$ cat src/rtl/simplerisc_pipe_pkg.sv
// Shared types for the SimpleRISC pipeline control: FSM states, register index width,
// and the packed stall/flush bundle driven onto the pipe registers.
package simplerisc_pipe_pkg;

  localparam int REG_W = 5;

  typedef enum logic {
    RUN     = 1'b0,
    MC_BUSY = 1'b1
  } state_t;

  typedef struct packed {
    logic pc;
    logic ifof;
    logic ofalu;
    logic aluma;
    logic marw;
  } stall_t;

  typedef struct packed {
    logic ifof;
    logic ofalu;
    logic aluma;
    logic marw;
  } flush_t;

  typedef struct packed {
    stall_t stall;
    flush_t flush;
    logic   mc_busy;
  } hz_ctrl_t;

endpackage

$ cat src/rtl/pipe_ctrl_perf_ctr.sv
// Two free-running wrap-around event counters with enables; one cycle update latency,
// synchronous reset clears both, no backpressure.
module pipe_ctrl_perf_ctr #(
  parameter int CTR_W = 32
) (
  input  logic             clk,
  input  logic             rst,
  input  logic             stall_en,
  input  logic             flush_en,
  output logic [CTR_W-1:0] stall_cycles,
  output logic [CTR_W-1:0] flush_events
);

  always_ff @(posedge clk) begin
    if (rst) begin
      stall_cycles <= '0;
      flush_events <= '0;
    end else begin
      if (stall_en) stall_cycles <= stall_cycles + CTR_W'(1);
      if (flush_en) flush_events <= flush_events + CTR_W'(1);
    end
  end

endmodule

$ cat src/rtl/pipe_hazard_ctrl.sv
// Stall/flush sequencer for the 5-stage pipe; controls respond combinationally in the same
// cycle, only the multicycle FSM and the perf counters are registered.
module pipe_hazard_ctrl
  import simplerisc_pipe_pkg::*;
#(
  parameter int MC_LAT   = 4,
  parameter int LDST_FWD = 1,
  parameter int CTR_W    = 32
) (
  input  logic             clk,
  input  logic             rst,
  input  logic             is_Ld_ALU,
  input  logic             isWb_ALU,
  input  logic [REG_W-1:0] rd_ALU,
  input  logic [REG_W-1:0] RP1_OF,
  input  logic [REG_W-1:0] RP2_OF,
  input  logic             use1_OF,
  input  logic             use2_OF,
  input  logic             is_St_OF,
  input  logic             branch_taken_ALU,
  input  logic             mc_op_ALU,
  input  logic             mem_wait,
  output logic             stall_PC,
  output logic             stall_IFOF,
  output logic             stall_OFALU,
  output logic             stall_ALUMA,
  output logic             stall_MARW,
  output logic             flush_IFOF,
  output logic             flush_OFALU,
  output logic             flush_ALUMA,
  output logic             flush_MARW,
  output logic             mc_busy,
  output logic [CTR_W-1:0] stall_cycles,
  output logic [CTR_W-1:0] flush_events
);

  localparam int CNT_W = $clog2(MC_LAT);
  localparam logic [CNT_W-1:0] CNT_INIT = CNT_W'(MC_LAT - 2);

  state_t           state, state_n;
  logic [CNT_W-1:0] cnt, cnt_n;
  hz_ctrl_t         ctl;
  logic             src1_hit, src2_hit, load_use;
  logic             mc_stalling, mc_release;

  assign src1_hit = use1_OF && (RP1_OF == rd_ALU);
  assign src2_hit = use2_OF && (RP2_OF == rd_ALU);
  // A load that only supplies store data can be forwarded at MA, so it need not stall.
  assign load_use = is_Ld_ALU && isWb_ALU &&
                    (src1_hit || (src2_hit && !((LDST_FWD != 0) && is_St_OF)));

  assign mc_stalling = (state == MC_BUSY) && (cnt != '0);
  assign mc_release  = (state == MC_BUSY) && (cnt == '0);

  always_comb begin
    ctl     = '0;
    state_n = state;
    cnt_n   = cnt;
    if (rst) begin
      ctl.flush = '1;
      state_n   = RUN;
      cnt_n     = '0;
    end else if (mem_wait) begin
      ctl.stall.pc    = 1'b1;
      ctl.stall.ifof  = 1'b1;
      ctl.stall.ofalu = 1'b1;
      ctl.stall.aluma = 1'b1;
      ctl.flush.marw  = 1'b1;
    end else if (mc_stalling) begin
      ctl.stall.pc    = 1'b1;
      ctl.stall.ifof  = 1'b1;
      ctl.stall.ofalu = 1'b1;
      ctl.flush.aluma = 1'b1;
      ctl.mc_busy     = 1'b1;
      cnt_n           = cnt - CNT_W'(1);
    end else begin
      if (mc_release) state_n = RUN;
      // The release cycle must not retrigger on the same, still-present mc op.
      if ((state == RUN) && mc_op_ALU) begin
        ctl.stall.pc    = 1'b1;
        ctl.stall.ifof  = 1'b1;
        ctl.stall.ofalu = 1'b1;
        ctl.flush.aluma = 1'b1;
        ctl.mc_busy     = 1'b1;
        state_n         = MC_BUSY;
        cnt_n           = CNT_INIT;
      end else if (branch_taken_ALU) begin
        ctl.flush.ifof  = 1'b1;
        ctl.flush.ofalu = 1'b1;
      end else if (load_use) begin
        ctl.stall.pc    = 1'b1;
        ctl.stall.ifof  = 1'b1;
        ctl.flush.ofalu = 1'b1;
      end
    end
  end

  always_ff @(posedge clk) begin
    if (rst) begin
      state <= RUN;
      cnt   <= '0;
    end else begin
      state <= state_n;
      cnt   <= cnt_n;
    end
  end

  assign stall_PC    = ctl.stall.pc;
  assign stall_IFOF  = ctl.stall.ifof;
  assign stall_OFALU = ctl.stall.ofalu;
  assign stall_ALUMA = ctl.stall.aluma;
  assign stall_MARW  = ctl.stall.marw;
  assign flush_IFOF  = ctl.flush.ifof;
  assign flush_OFALU = ctl.flush.ofalu;
  assign flush_ALUMA = ctl.flush.aluma;
  assign flush_MARW  = ctl.flush.marw;
  assign mc_busy     = ctl.mc_busy;

  pipe_ctrl_perf_ctr #(
    .CTR_W(CTR_W)
  ) u_perf (
    .clk         (clk),
    .rst         (rst),
    .stall_en    (ctl.stall.pc),
    .flush_en    (ctl.flush.ifof || ctl.flush.ofalu),
    .stall_cycles(stall_cycles),
    .flush_events(flush_events)
  );

endmodule
$ cat config.mk
export PLATFORM = sky130hd
export DESIGN_NAME = pipe_hazard_ctrl
export DESIGN_NICKNAME = d
export VERILOG_FILES = /design/src/rtl/simplerisc_pipe_pkg.sv /design/src/rtl/pipe_ctrl_perf_ctr.sv /design/src/rtl/pipe_hazard_ctrl.sv
export SDC_FILE = /design/constraint.sdc
export NUM_CORES = 1
export LEC_CHECK = 0
export CAP_MARGIN = 20
export CORE_ASPECT_RATIO = 0.8
export CORE_UTILIZATION = 30
export CTS_BUF_LIST = sky130_fd_sc_hd__clkbuf_8 sky130_fd_sc_hd__clkbuf_16
export DETAILED_ROUTE_END_ITERATION = 8
export REMOVE_ABC_BUFFERS = 1
export SLEW_MARGIN = 10
export SYNTH_ARGS = -nofsm -noshare
export SYNTH_HDL_FRONTEND = slang
export SYNTH_SLANG_ARGS = --single-unit
$ cat constraint.sdc
create_clock -name clk -period 3.19 [get_ports clk]
set_input_delay 0.638 -clock clk [delete_from_list [all_inputs] [get_ports clk]]
set_output_delay 0.638 -clock clk [all_outputs]
set_load 0.02 [all_outputs]
==> results of run 1 <==
## state kept, by name, summed over array words and instances (netlist names)
register	cells
cnt	2
u_perf.flush_events	32
state	1
u_perf.stall_cycles	32
## cells by family (layout without fill, tap and decap cells)
family                     count (synthesis)  in the layout  synth area share [%]
adders and majority gates                  3              3                 1.065
DFF                                       67             67                 38.07
muxes                                      1              1                0.2841
and+or+nand+nor                          164            164                 24.65
other                                      1              1                0.1064
AOI/OAI and AO/OA                         99             99                 20.35
buffers and inverters                     32            141                 3.799
xor gates and xnor gates                  47             47                 11.68
## report_power, final
group	leakage, nW	switching [mW]	internal, mW
logic	0.942	0.0890	0.0796
registers	0.540	0.0115	0.846
clock network	0.154	0.346	0.636
total	1.64	0.446	1.56
## timing repair
action	4_1_cts	5_1_grt
gates cloned	0	0
hold buffers	0	0
resized for setup	14	1
setup endpoints to repair	3	1
pin swaps	0	0
## critical path, delay by kind of cell
kind                   cells  cell delay [ns]
AND/OR/NAND/NOR            3             0.80
XOR/XNOR                   1             0.15
AO/OA/AOI/OAI              1             0.23
buffers and inverters      2             0.62
## through the flow
| step | instance area (sq um) | power, mW |
|---|---|---|
| finish | 5009 | 2.008 |
| global placement | 4722 | 1.044 |
| CTS | 5005 | 2.037 |
| global route | 5009 | 2.096 |
| detailed placement | 4722 | 1.047 |
| floorplan | 3431 | 0.9446 |
## metal layers
layer | wire, um | GRT usage [%]
met1 | 4467 | 21.51
met2 | 4141 | 24.19
met3 | 489 | 4.109
met4 | 56 | 4.727
met5 | 0 | 0
## layout make-up
cell class | count | area [sq um] | area share (%)
tap | 148 | 185.2 | 3.697
clock inverter | 4 | 42.54 | 0.8494
clock buffer | 11 | 252.7 | 5.046
multi-input combinational | 315 | 2059 | 41.12
inverter | 11 | 41.29 | 0.8244
timing repair buffer | 115 | 1086 | 21.68
sequential | 67 | 1341 | 26.78
## cell usage in the layout, fill, tap and decap left out, types with 3 or more instances in the layout
master / n
a2111oi_2: 8
a211oi_1: 9
a21oi_1: 25
and2_1: 5
and3_1: 9
and4_1: 7
buf_2: 4
buf_4: 18
clkbuf_16: 9
clkdlybuf4s50_1: 93
dfxtp_1: 67
ha_1: 3
inv_1: 13
nand2_1: 29
nand3_1: 13
nand4_1: 11
nor2_1: 46
nor2b_1: 5
o2111ai_1: 8
o211ai_1: 4
o21ai_0: 22
o21ba_2: 3
o31ai_1: 7
or2_2: 3
or3_1: 13
or4_1: 9
xnor2_1: 30
xor2_1: 17
## worst max-delay path by stage
stage               slack, ns      start     endpoint
finish                   0.11  rd_ALU[0]   stall_IFOF
global route             0.03  rd_ALU[0]   stall_IFOF
CTS                      0.07  rd_ALU[0]   stall_IFOF
detailed placement      -0.43  rd_ALU[0]   stall_IFOF
global placement        -0.41  rd_ALU[0]  flush_OFALU
floorplan               -0.38  RP1_OF[0]   stall_IFOF
==> impl_metrics.toml, run 1 <==
[status]
outcome = "finished clean"

[layout]
layoutNonFillerInstCount = 671
finish.utilization_pct = 43.65
antenna_cells = 0
nets = 547
fillCellCount = 1157
syn_to_final_growth_pct = 42.15
layout-drive-gt1-share_pct = 11.09

[critical_path]
r2r_slack_ns = 0.84
critPathKind = "input port to primary output"
cp-start-kind = "input port"
crit_slowest_cell = "or4_4"
critPathArrivalTime_ns = 2.44
r2r_cells = 7
max_stage_delay_ns = 0.55
r2r_start = "u_perf.flush_events[2]$_SDFFE_PP0P_"
cp-end-kind = "primary output"
crit_chain = "clkdlybuf4s50_1 -> xor2_1 -> or4_4 -> o31ai_2 -> nor2_1 -> nor2_2 -> buf_2"
cp.required_ns = 2.55
cp_max_fo = 2
r2r_end = "u_perf.flush_events[31]$_SDFFE_PP0P_"

[sta]
slew_viol_final = 0
setup_violations = 0
worstMarginPinSlew_ns = 0.6638
rsz0062_at_grt = "no"
finalSetupTns_ns = 0
skew_ns = 0.005270
post-route-min-period_ns = 3.080
fin_crit_sh_pct = 96.56
hold_viol_final = 0
timing.hold.ws_ns = 0.4819
fmax_ghz = 0.3246
finalWorstSetupSlack_ns = 0.1096
slew_headroom_pct = 55.74

[routing]
wl_per_cell_um = 13.64
drc = 0
routed_wl_mm = 9.154
drt-initial-drc-count = 99
vias_per_cell = 5.048
first_pass_iters = 6
route.vias.total = 3387
drtAntennaViolNets = 0

[job]
cap_violations = 0

[global_routing]
grt_first_pass_wirelength_mm = 15.28
antenna_found_initial = 0
overflow = 0
grt_pass1_vias = 3136
grt_max_degree = 65
grt_usage_pct = 15.77

[floorplanning]
initial_core_util_pct = 30.71
die_x_um = 123.2
coreArea_sq_um = 11470
pin_count = 99
die_area_sq_um = 12180
rows = 35
die_h_um = 98.93

[logic_synthesis]
ys_seq_elements = 67
yosysTopAreaCell = "dfxtp_1"
yosysMostFrequentCell = "dfxtp_1"
ys_types = 50
synth_common_cells = "dfxtp_1 (67), nor2_1 (47), xnor2_1 (30), nand2_1 (29), a21oi_1 (25)"
synthArstFlopShare_pct = 0
synth_edf_count = 0
synth_ff_type = "dfxtp_1"
synth_seq_area_share_pct = 38.07
synthCells = 414
synthTopCellsByArea = "dfxtp_1 (38%), xnor2_1 (7.5%), nor2_1 (5.0%)"
syn_area_sq_um = 3523
yosysTopAreaCellShare_pct = 38.07
yosysWarnings = 0
avgSynthCellArea_sq_um = 8.511

[min_path]
hold_path_end = "cnt[1]$_SDFFE_PP0P_"
hp-start = "cnt[1]$_SDFFE_PP0P_"
hold_path_depth = 2
hold_path.class = "register to register"

[placement]
dp_slack_ns = -0.4299
dp_cells = 656
dp_hpwl_mm = 6.563
gp_congestion = 0.7611
portBuffers = 97

[power_and_ir_drop]
p_leak_nw = 1.637
pwr_density_cell_nw_per_um2 = 400.8
peakVddDrop_v = 0.0002762

[clocking]
numCtsBuffers = 9
cts_root_buf = "clkbuf_16"
htree_levels = 3
clkTransAtPathRegs_ns = 0.05
clk_path_buf_depth = 2
clock_sinks = 67
cts_tree = "done"
insertion_delay_ns = 0.32
cts_setup_buffers = 0
Note: power is estimated with default switching activity, not from simulation.
==> run 2, diff against run 1 <==
--- a/config.mk
+++ b/config.mk
@@ -7,6 +7,7 @@
 export LEC_CHECK = 0
 export CAP_MARGIN = 20
 export CORE_ASPECT_RATIO = 0.8
+export CORE_MARGIN = 5
 export CORE_UTILIZATION = 30
 export CTS_BUF_LIST = sky130_fd_sc_hd__clkbuf_8 sky130_fd_sc_hd__clkbuf_16
 export DETAILED_ROUTE_END_ITERATION = 8
@@ -15,3 +16,4 @@
 export SYNTH_ARGS = -nofsm -noshare
 export SYNTH_HDL_FRONTEND = slang
 export SYNTH_SLANG_ARGS = --single-unit
+export TNS_END_PERCENT = 10
==> run 2 against run 1 <==
Against the previous run:
- global-route usage fell by 1.9 points
- non-clock buffer count rose by 6
- clock power barely moved
- final area rose by 0.85%
- sequential power barely moved
- register-to-register slack got worse by 0.07 ns
- cell count rose by 0.89%
- core utilization rose by 0.20 points
- power rose by 0.35%
- critical path depth did not move
- combinational power rose by 4%
- flip-flop and latch count did not move
==> impl_metrics.toml, run 2 (same netlist as run 1, synthesis figures left out) <==
[status]
outcome = "finished clean"

[critical_path]
setup.worst_path.start = "rd_ALU[0]"
critPathKind = "input port to primary output"
cp-start-kind = "input port"
cp_max_fo = 2
cp-end-kind = "primary output"
r2r_cells = 10
critPathArrivalTime_ns = 2.46
cp.required_ns = 2.55
r2r_start = "cnt[0]$_SDFFE_PP0P_"
r2r_slack_ns = 0.77
r2r_end = "u_perf.stall_cycles[24]$_SDFFE_PP0P_"

[min_path]
hold_path.class = "register to register"
hold_path_end = "u_perf.flush_events[31]$_SDFFE_PP0P_"
hold_path_depth = 2
hp-start = "u_perf.flush_events[31]$_SDFFE_PP0P_"

[sta]
setup_violations = 0
timing.hold.ws_ns = 0.4904
slew_headroom_pct = 59.67
post-route-min-period_ns = 3.096
finalWorstSetupSlack_ns = 0.09406
fin_crit_sh_pct = 97.05
hold_viol_final = 0
worstMarginPinSlew_ns = 0.6024
slew_viol_final = 0
finalSetupTns_ns = 0
fmax_ghz = 0.3230
skew_ns = 0.006708
rsz0062_at_grt = "yes"

[clocking]
cts_hold_buf = 0
clock_sinks = 67
cts_setup_buffers = 0
insertion_delay_ns = 0.32
cts_root_buf = "clkbuf_16"
htree_levels = 3
cts_tree = "done"
clkTransAtPathRegs_ns = 0.05
numCtsBuffers = 9
clk_path_buf_depth = 2

[placement]
portBuffers = 97
dp_hpwl_mm = 7.043
gp_congestion = 0.8223
dp_slack_ns = -0.4767

[floorplanning]
die_area_sq_um = 14030
pin_count = 99
die_h_um = 106.9
rows = 35
coreArea_sq_um = 11520
die_x_um = 131.2
initial_core_util_pct = 30.59

[global_routing]
grt_pass1_vias = 3312
grt_usage_pct = 13.82
antenna_found_initial = 0
grt_first_pass_wirelength_mm = 16.11
grt_max_degree = 43
overflow = 0

[layout]
layout-drive-gt1-share_pct = 11.91
nets = 553
reg.largest.list = "u_perf.flush_events x32, u_perf.stall_cycles x32, cnt x2"
antenna_cells = 0
final_cell_mix = "clkdlybuf4s50_1 (93), dfxtp_1 (67), nor2_1 (47)"
mostFrequentLayoutCell = "clkdlybuf4s50_1"
fillCellCount = 1099
syn_to_final_growth_pct = 43.36

[routing]
drtAntennaViolNets = 0
drc = 0
drt-initial-drc-count = 208
route.vias.total = 3396
vias_per_cell = 5.016
first_pass_iters = 4
routed_wl_mm = 9.622
wl_per_cell_um = 14.21

[power_and_ir_drop]
clkPwrFrac_pct = 48.7
swShare_pct = 22.26
seqPwrFrac_pct = 42.6
p_int_mw = 1.566
p_leak_nw = 1.665
combPwrFrac_pct = 8.7
peakVddDrop_v = 0.0002240
p_sw_uw = 448.4
pwr_density_cell_nw_per_um2 = 398.9

[job]
cap_violations = 0
[run 2: cell types whose count changed in the layout (fill, tap and decap cells not counted)]
cell    delta
buf_4      +6
nor2_2     -1
nor2_1     +1
[run 2: what timing repair did]
item | in CTS | in global routing
setup endpoints to repair | 3 | 4
hold endpoints to repair | 0 | 0
resized for setup | 13 | 1
[run 2: routing by layer]
layer  GRT usage, %  up-vias  share of wire (%)
li1               -     1720                  -
met1          18.19     1602                 49
met2          21.41       67                 45
met3          5.159        7                5.2
met4          3.412        0               0.94
met5              0        -                  0
[run 2: power groups by stage]
stage          clock network (mW)  logic [mW]  registers, mW
5_1_grt                      1.06       0.192          0.859
6_report                    0.981       0.176          0.858
3_3_place_gp                    0       0.177          0.875
2_1_floorplan                   0      0.0651          0.879
3_5_place_dp                    0       0.179          0.876
4_1_cts                      1.02       0.177          0.858
[run 2: through the flow]
step	power [mW]	instance area, sq um	std cells	utilization (%)
after CTS	2.054	5047	677	43.82
final	2.015	5051	677	43.86
after global routing	2.111	5051	677	43.86
after floorplan	0.9446	3431	393	-
after detailed placement	1.055	4767	662	41.39
after global placement	1.052	4767	662	41.39
[run 2: final cells by class]
| class | count | area (sq um) | share of cell area (%) |
|---|---|---|---|
| tap | 148 | 185.2 | 3.666 |
| timing repair buffer | 121 | 1131 | 22.39 |
| inverter | 11 | 41.29 | 0.8174 |
| clock inverter | 4 | 42.54 | 0.8422 |
| multi-input combinational | 315 | 2057 | 40.72 |
| sequential | 67 | 1341 | 26.55 |
| clock buffer | 11 | 252.7 | 5.004 |
[run 2: worst max path at each step]
stage,to,cells after the start
2_1_floorplan,stall_IFOF,5
3_3_place_gp,flush_OFALU,7
3_5_place_dp,flush_OFALU,7
4_1_cts,flush_OFALU,7
5_1_grt,stall_PC,7
6_report,stall_PC,7
[run 2: worst max-delay path: stages]
cell             delay (ns)
clkdlybuf4s50_1        0.44
xor2_1                 0.17
or4_4                  0.54
o31ai_2                0.22
nor2_1                 0.11
nor2_1                 0.14
buf_2                  0.20
==> RTL change (flow settings as in run 2) <==
Set the package constant `REG_W` to 4 (it was 5).
--- a/src/rtl/simplerisc_pipe_pkg.sv
+++ b/src/rtl/simplerisc_pipe_pkg.sv
@@ -3,5 +3,5 @@
 package simplerisc_pipe_pkg;
 
-  localparam int REG_W = 5;
+  localparam int REG_W = 4;
 
   typedef enum logic {
Interface: changed (resized RP1_OF, RP2_OF and rd_ALU); port bits go from 99 to 96. The function was not compared with the original's and may differ.
==> RTL change against run 2 <==
- critical path depth fell by 2
- synthesized area rose by 3.0%
- global-route usage rose by 0.38 points
- total power rose by 1.3%
- routed wire length rose by 2.9%
- sequential cell count did not move
- setup slack improved by 0.065 ns
- cell area rose by 0.20%
- fmax rose by 2.1%
- combinational power rose by 14%
- first-iteration DRC count fell by 11%
- largest power group unchanged
==> RTL change: results (changes against run 2) <==
Global route
  • Global-route wire length before repair: 16500 um (+2.4%)
  • GRT met1 Usage: 17.9% (-0.26 points)

Placement
  • Placed Cells: 653 (-1.4%)
  • Placed wire-length estimate: 7330 um (+4.0%)
  • RePlAce Congestion: 0.794 (-3.4%)
  • Worst slack, placed: -0.0210 ns (+0.456 ns)

Power and ir drop
  • Reg power frac: 42.4% (-0.2 points)
  • Max IR drop VDD: 269 uV (+20%)
  • P_leak: 0.00163 uW (-2.3%)
  • P_comb: 200 uW (+14%)

Layout
  • Non-Filler Instances: 669 (-1.2%)
  • Clock-cell share of area: 5.93% (+0.087 points)
  • Non-clock inverter count: 23 (+12)
  • Non-clock buffer share: 20.8% (-1.6 points)
  • Clock buffers: 13 (+2)
  • Finished Core Util: 42.1% (-1.8 points)

Hold path
  • Worst hold path endpoint: u_perf.stall_cycles[31]
  • HP Start: u_perf.stall_cycles[31]

Yosys
  • Synth top area cells: dfxtp_1 (37%), xnor2_1 (8.2%), nor2_1 (5.7%)
  • Most instantiated cells after synthesis: dfxtp_1 (67), nor2_1 (55), xnor2_1 (34)

Drt
  • Metal2 WL: 4470 um (+4.3%)
  • Wl on met1: 4750 um (+0.15%)
  • Wire length on met3: 535 um (+5.9%)
  • DR vias/cell: 5.06 (+0.93%)

STA
  • Relative max-transition margin: 63.1% (+3.5 points)
  • Layout Skew: 0.00571 ns (-0.000994 ns)

Clock tree
  • Post-CTS sizing: 2 (-11)

Critical path
  • R2R depth: 9 (-1)
  • Reg2reg setup slack: 0.71 ns (-0.06 ns)

Floorplan
  • Die Span X: 133 um (+1.4%)

Run status
  • Status: finished, final reports clean
RTL change: how the worst max path moves through the flow:
| stage | from | end | slack, ns | cells after the start |
|---|---|---|---|---|
| 6_report | mc_op_ALU | flush_ALUMA | 0.16 | 5 |
| 5_1_grt | mc_op_ALU | flush_ALUMA | 0.02 | 5 |
| 4_1_cts | mc_op_ALU | flush_OFALU | 0.005 | 6 |
| 3_5_place_dp | rd_ALU[0] | stall_PC | -0.02 | 7 |
| 3_3_place_gp | rd_ALU[0] | stall_PC | 0.01 | 7 |
| 2_1_floorplan | RP1_OF[0] | stall_IFOF | 0.38 | 5 |
RTL change: cell families after synthesis:
family	synth area share, %
mux	0.896
fa+ha+maj	1.03
buf+inv	5.52
compound gates	21.5
flops	37.0
xor+xnor	11.8
simple gates	22.2
other cells	0.103
RTL change: worst max-delay path, stage by stage:
cell and delay, ns:
clkdlybuf4s50_1 0.50, nor2_2 0.07, or2_2 0.31, o21ai_0 0.22, clkdlybuf4s50_1 0.66
